File: config.mk
export PLATFORM = sky130hd
export DESIGN_NAME = char_disp_ctrl
export DESIGN_NICKNAME = d
export VERILOG_FILES = /design/src/rtl/char_disp_ctrl.sv
export SDC_FILE = /design/constraint.sdc
export NUM_CORES = 1
export LEC_CHECK = 0
export CAP_MARGIN = 20
export CORE_UTILIZATION = 56
export DETAILED_ROUTE_END_ITERATION = 7
export DONT_BUFFER_PORTS = 1
export PLACE_DENSITY_LB_ADDON = 0.08
export SLEW_MARGIN = 20
export SYNTH_ARGS = -nofsm -noshare
export SYNTH_HDL_FRONTEND = slang
export SYNTH_SLANG_ARGS = --single-unit
File: constraint.sdc
create_clock -name hdmi_clk -period 2.7 [get_ports hdmi_clk]
set_input_delay 0.54 -clock hdmi_clk [delete_from_list [all_inputs] [get_ports hdmi_clk]]
set_output_delay 0.54 -clock hdmi_clk [all_outputs]
set_load 0.03 [all_outputs]
File: src/rtl/char_disp_ctrl.sv
// Text-mode 800x600@60 display controller: timing counters plus a five-cycle
// fetch pipeline through a character RAM and font ROM toward the HDMI encoder.
module char_disp_ctrl #(
  parameter int          H_ACTIVE = 800,
  parameter int          H_FP     = 40,
  parameter int          H_SYNC   = 128,
  parameter int          H_BP     = 88,
  parameter int          V_ACTIVE = 600,
  parameter int          V_FP     = 1,
  parameter int          V_SYNC   = 4,
  parameter int          V_BP     = 23,
  parameter int          COLS     = 100,
  parameter int          ROWS     = 37,
  parameter logic [23:0] FG_COLOR = 24'hFFFFFF,
  parameter logic [23:0] BG_COLOR = 24'h000000
) (
  input  logic        hdmi_clk,
  input  logic        rst,
  input  logic        hdmi_pll_LOCKED,
  output logic [11:0] char_addr,
  input  logic [7:0]  char_data,
  output logic [11:0] font_addr,
  input  logic [7:0]  font_data,
  output logic [23:0] rgb,
  output logic        hs,
  output logic        vs,
  output logic        de,
  output logic        frame_start
);

  localparam int H_TOTAL = H_ACTIVE + H_FP + H_SYNC + H_BP;
  localparam int V_TOTAL = V_ACTIVE + V_FP + V_SYNC + V_BP;

  localparam logic [10:0] H_LAST = 11'(H_TOTAL - 1);
  localparam logic [10:0] H_ACT  = 11'(H_ACTIVE);
  localparam logic [10:0] HS_BEG = 11'(H_ACTIVE + H_FP);
  localparam logic [10:0] HS_END = 11'(H_ACTIVE + H_FP + H_SYNC);
  localparam logic [9:0]  V_LAST = 10'(V_TOTAL - 1);
  localparam logic [9:0]  V_ACT  = 10'(V_ACTIVE);
  localparam logic [9:0]  V_TXT  = 10'(ROWS * 16);
  localparam logic [9:0]  VS_BEG = 10'(V_ACTIVE + V_FP);
  localparam logic [9:0]  VS_END = 10'(V_ACTIVE + V_FP + V_SYNC);
  localparam logic [11:0] COLS_W = 12'(COLS);

  // Per-pixel control carried alongside the memory fetches.
  typedef struct packed {
    logic [2:0] px;
    logic [3:0] ln;
    logic       act;
    logic       txt;
    logic       hs;
    logic       vs;
    logic       fs;
  } ctl_t;

  logic        flush;
  logic [10:0] h_cnt_q, h_cnt_d;
  logic [9:0]  v_cnt_q, v_cnt_d;
  ctl_t        ctl0;
  logic [11:0] char_addr_d;
  ctl_t        ctl_q [1:4];
  logic [4:1]  vld_q;
  logic [11:0] char_addr_q;
  logic [11:0] font_addr_q, font_addr_d;
  logic [23:0] rgb_q, rgb_d;
  logic        hs_q, vs_q, de_q, fs_q;

  assign flush = rst | ~hdmi_pll_LOCKED;

  always_comb begin
    h_cnt_d = h_cnt_q + 11'd1;
    v_cnt_d = v_cnt_q;
    if (h_cnt_q == H_LAST) begin
      h_cnt_d = '0;
      v_cnt_d = (v_cnt_q == V_LAST) ? '0 : v_cnt_q + 10'd1;
    end
  end

  always_ff @(posedge hdmi_clk) begin
    if (flush) begin
      h_cnt_q <= '0;
      v_cnt_q <= '0;
    end else begin
      h_cnt_q <= h_cnt_d;
      v_cnt_q <= v_cnt_d;
    end
  end

  // Stage 0: decode the current counter position.
  always_comb begin
    ctl0.px  = h_cnt_q[2:0];
    ctl0.ln  = v_cnt_q[3:0];
    ctl0.act = (h_cnt_q < H_ACT) && (v_cnt_q < V_ACT);
    ctl0.txt = ctl0.act && (v_cnt_q < V_TXT);
    ctl0.hs  = (h_cnt_q >= HS_BEG) && (h_cnt_q < HS_END);
    ctl0.vs  = (v_cnt_q >= VS_BEG) && (v_cnt_q < VS_END);
    ctl0.fs  = (h_cnt_q == '0) && (v_cnt_q == '0);
    char_addr_d = '0;
    if (ctl0.txt)
      char_addr_d = {6'd0, v_cnt_q[9:4]} * COLS_W + {4'd0, h_cnt_q[10:3]};
  end

  // Font address uses the char code returned one cycle after char_addr.
  always_comb begin
    font_addr_d = '0;
    if (vld_q[2] && ctl_q[2].txt)
      font_addr_d = {char_data, ctl_q[2].ln};
  end

  always_comb begin
    rgb_d = '0;
    if (vld_q[4] && ctl_q[4].act)
      rgb_d = (ctl_q[4].txt && font_data[3'(~ctl_q[4].px)]) ? FG_COLOR : BG_COLOR;
  end

  always_ff @(posedge hdmi_clk) begin
    if (flush) begin
      for (int i = 1; i <= 4; i++) ctl_q[i] <= '0;
      vld_q       <= '0;
      char_addr_q <= '0;
      font_addr_q <= '0;
      rgb_q       <= '0;
      hs_q        <= 1'b0;
      vs_q        <= 1'b0;
      de_q        <= 1'b0;
      fs_q        <= 1'b0;
    end else begin
      ctl_q[1] <= ctl0;
      vld_q[1] <= 1'b1;
      for (int i = 2; i <= 4; i++) begin
        ctl_q[i] <= ctl_q[i-1];
        vld_q[i] <= vld_q[i-1];
      end
      char_addr_q <= char_addr_d;
      font_addr_q <= font_addr_d;
      rgb_q       <= rgb_d;
      hs_q        <= vld_q[4] & ctl_q[4].hs;
      vs_q        <= vld_q[4] & ctl_q[4].vs;
      de_q        <= vld_q[4] & ctl_q[4].act;
      fs_q        <= vld_q[4] & ctl_q[4].fs;
    end
  end

  assign char_addr   = char_addr_q;
  assign font_addr   = font_addr_q;
  assign rgb         = rgb_q;
  assign hs          = hs_q;
  assign vs          = vs_q;
  assign de          = de_q;
  assign frame_start = fs_q;

endmodule

==> out/metrics.cfg <==
[logic_synthesis]
ys_warn_count = 0
yosysSeqAreaShare = 0.4682
syn_area_um2 = 4019
avgSynthCellArea_um2 = 10.12
synth_edf_count = 0
synth-async-reset-ratio = 0
yosysUniqueCellTypes = 44
synth_fp_nets = 458
synth_cells = 397
ys_dominant_reg_cell = dfxtp_1
ys_ff_latch = 94

[detailed_routing]
via_per_inst = 5.028
drcViolationCount = 0
drt_iter0_drc = 104
drtAntennaViolNets = 0
dr.pass1.iters = 4
wire_per_inst_um = 13.69
wl_um = 6779
vias = 2489

[clock_tree]
clock_latency_ps = 360
path_clk_slew_ps = 100
cts-root-buf = clkbuf_8
clock_sinks = 94
clk_path_buf_depth = 2
cts_buffers = 9
htree_levels = 3
cts_tree = built

[global_route]
grt_pass1_vias = 2412
grt_pass1_wl_um = 10850
track_usage = 0.1931
grt_overflow = 0
grt_max_degree = 19
antenna_found_initial = 1

[sta]
tightestPinTransition_ps = 743.0
timing.slew.headroom = 0.5014
fin_crit_sh = 0.9700
finalSetupViolCount = 0
period_needed_ps = 2619
max_freq_mhz = 381.8
clock-skew-final_ps = 6.695
final_max_slew_viol_count = 0
tns_ps = 0
hold_viol = 0

[setup_path]
cpPeakStageDelay_ps = 590
critPathLaunchType = flop
crit_family = adder cells
path_buf_inv = 0
cpMaxStageDelayCell = fa_2
cp.required_ps = 2940
cp-end-kind = flop
cp_max_fo = 5
crit_top_cell = ha_4
path_class = flop to flop
r2r_slack_ps = 80
rr_startpoint = v_cnt_q[5]
crit_chain = ha_1 > ha_4 > ha_4 > fa_2 > ha_4 > nand2_1 > nand2_1 > o211ai_1 > xor2_1 > nor2_1
r2r_cells = 10
critPathArrivalTime_ps = 2850
r2r_end = char_addr[10]

[final_layout]
drive_gt1_frac = 0.1805
layout_common_cells = dfxtp_1, and2_1, nor2_1
final_core_util = 0.6495
area_growth_pct = 11.02
nFillCells = 561
postLayoutCellArea_um2 = 4462
fin_nets = 455
seqCellArea_um2 = 1894
multi_input_area_um2 = 2022
final_common_cell = dfxtp_1
instances_no_fill = 495
antenna_cells = 0

[die]
initial_utilization = 0.5851
die_h_um = 86.72
die_w_um = 86.72
rows = 30
coreArea_um2 = 6869
die-area_um2 = 7519
io_pins = 71

[power]
power_density_nw_per_um2 = 523.3
peakVddDrop_mv = 0.2783
power.leakage_nw = 1.842

[worst_hold_path]
hold_start = char_data[5]
hold_depth = 1
hold_path_class = input pin to flop
holdPathEnd = font_addr[9]

[placed_design]
place_area_um2 = 4094
portBuffers = 0
dp_hpwl_um = 4855
post-place-cells = 478
gp_congestion = 0.7661

[job]
drv_cap = 0

[status]
status = finished clean

## worst register-to-register path, stage by stage, from the launching register on
cell and delay, ps:
dfxtp_4 390, ha_1 250, ha_4 300, ha_4 200
fa_2 590, ha_4 210, nand2_1 60, nand2_1 70
o211ai_1 200, xor2_1 170, nor2_1 50
## state kept, by name, indices dropped and copies added, names as in the netlist
register and flops:
ctl_q 40, char_addr 12, font_addr 12, h_cnt_q 11, v_cnt_q 10, vld_q 4
de 1, frame_start 1, hs 1, rgb 1, vs 1
## area by class of cell
class,count,share of cell area
Clock buffer,10,0.03085
Clock inverter,6,0.01290
Inverter,20,0.01683
Multi-Input combinational cell,251,0.4532
Sequential cell,94,0.4246
Tap cell,96,0.02692
Timing Repair Buffer,18,0.03477
## what timing repair did
item,CTS,global route
resized for setup,10,13
gates cloned,0,0
pin swaps,10,8
setup buffers,1,0
setup endpoints to repair,3,4
hold buffers,0,0
## cell families (layout without fill, tap and decap cells)
family	count (synthesis)	count (layout)	synth area share
xor+xnor	29	29	0.06320
mux	3	3	0.01401
simple gates	149	149	0.2045
flops	94	94	0.4682
fa+ha+maj	42	42	0.1345
compound gates	28	28	0.04421
buf+inv	52	54	0.07129
## layer usage
layer | vias up | global-route usage | part of all wire
met3 | 11 | 0.04952 | 0.042
met2 | 49 | 0.3600 | 0.53
met1 | 1155 | 0.2018 | 0.41
met4 | 2 | 0.09091 | 0.018
li1 | 1272 | - | -
met5 | - | 0 | 0.0019
## where the power goes
part / switching [W] / total [W] / leakage, nW / internal, W
Sequential: 0.00000284 / 0.00139 / 0.762 / 0.00139
Clock: 0.000520 / 0.000905 / 0.102 / 0.000384
Combinational: 0.0000237 / 0.0000376 / 0.979 / 0.0000139
## per-stage QoR
| step | setup slack (ps) | hold slack (ps) | power, W |
|---|---|---|---|
| 3_3_place_gp | -28.50 | 406.8 | 0.001465 |
| 6_report | 80.95 | 291.4 | 0.002335 |
| 5_1_grt | -23.61 | 271.2 | 0.002428 |
| 4_1_cts | 7.203 | 279.4 | 0.002367 |
| 2_1_floorplan | 4.984 | 405.7 | 0.001453 |
| 3_5_place_dp | -104.2 | 409.7 | 0.001466 |
## worst max-delay path by stage
stage / start / end / slack (ps) / depth (start not counted)
after floorplan: v_cnt_q[4] / char_addr[11] / 5 / 11
after global placement: v_cnt_q[5] / char_addr[11] / -30 / 10
after detailed placement: v_cnt_q[6] / char_addr[11] / -100 / 11
after CTS: v_cnt_q[6] / char_addr[11] / 7 / 11
after global routing: v_cnt_q[5] / char_addr[10] / -20 / 10
final: v_cnt_q[5] / char_addr[10] / 80 / 10
## Yosys cell counts (2+ instances only)
library cell  instances  area, um^2
clkbuf_1              7       26.28
ha_1                 40       500.5
nor4_1                2       12.51
dfxtp_1              94        1882
fa_1                  2       40.04
nand3_1              10       50.05
a211oi_1              2       15.01
nor2_1               40       150.1
nand2_1              15       56.30
a21oi_1               9       45.04
buf_4                24       180.2
xnor2_1              18       157.7
o21ai_0               7       35.03
and3_1                8       50.05
nor2b_1               4       25.02
and2_1               45       281.5
nor3_1                7       35.03
a21o_1                2       15.01
nand4_1               4       25.02
mux4_2                2       45.04
or3_1                 2       12.51
and4_4                2       22.52
inv_1                20       75.07
xor2_1               11       96.34
No activity file was read; power rests on OpenSTA's default activity.
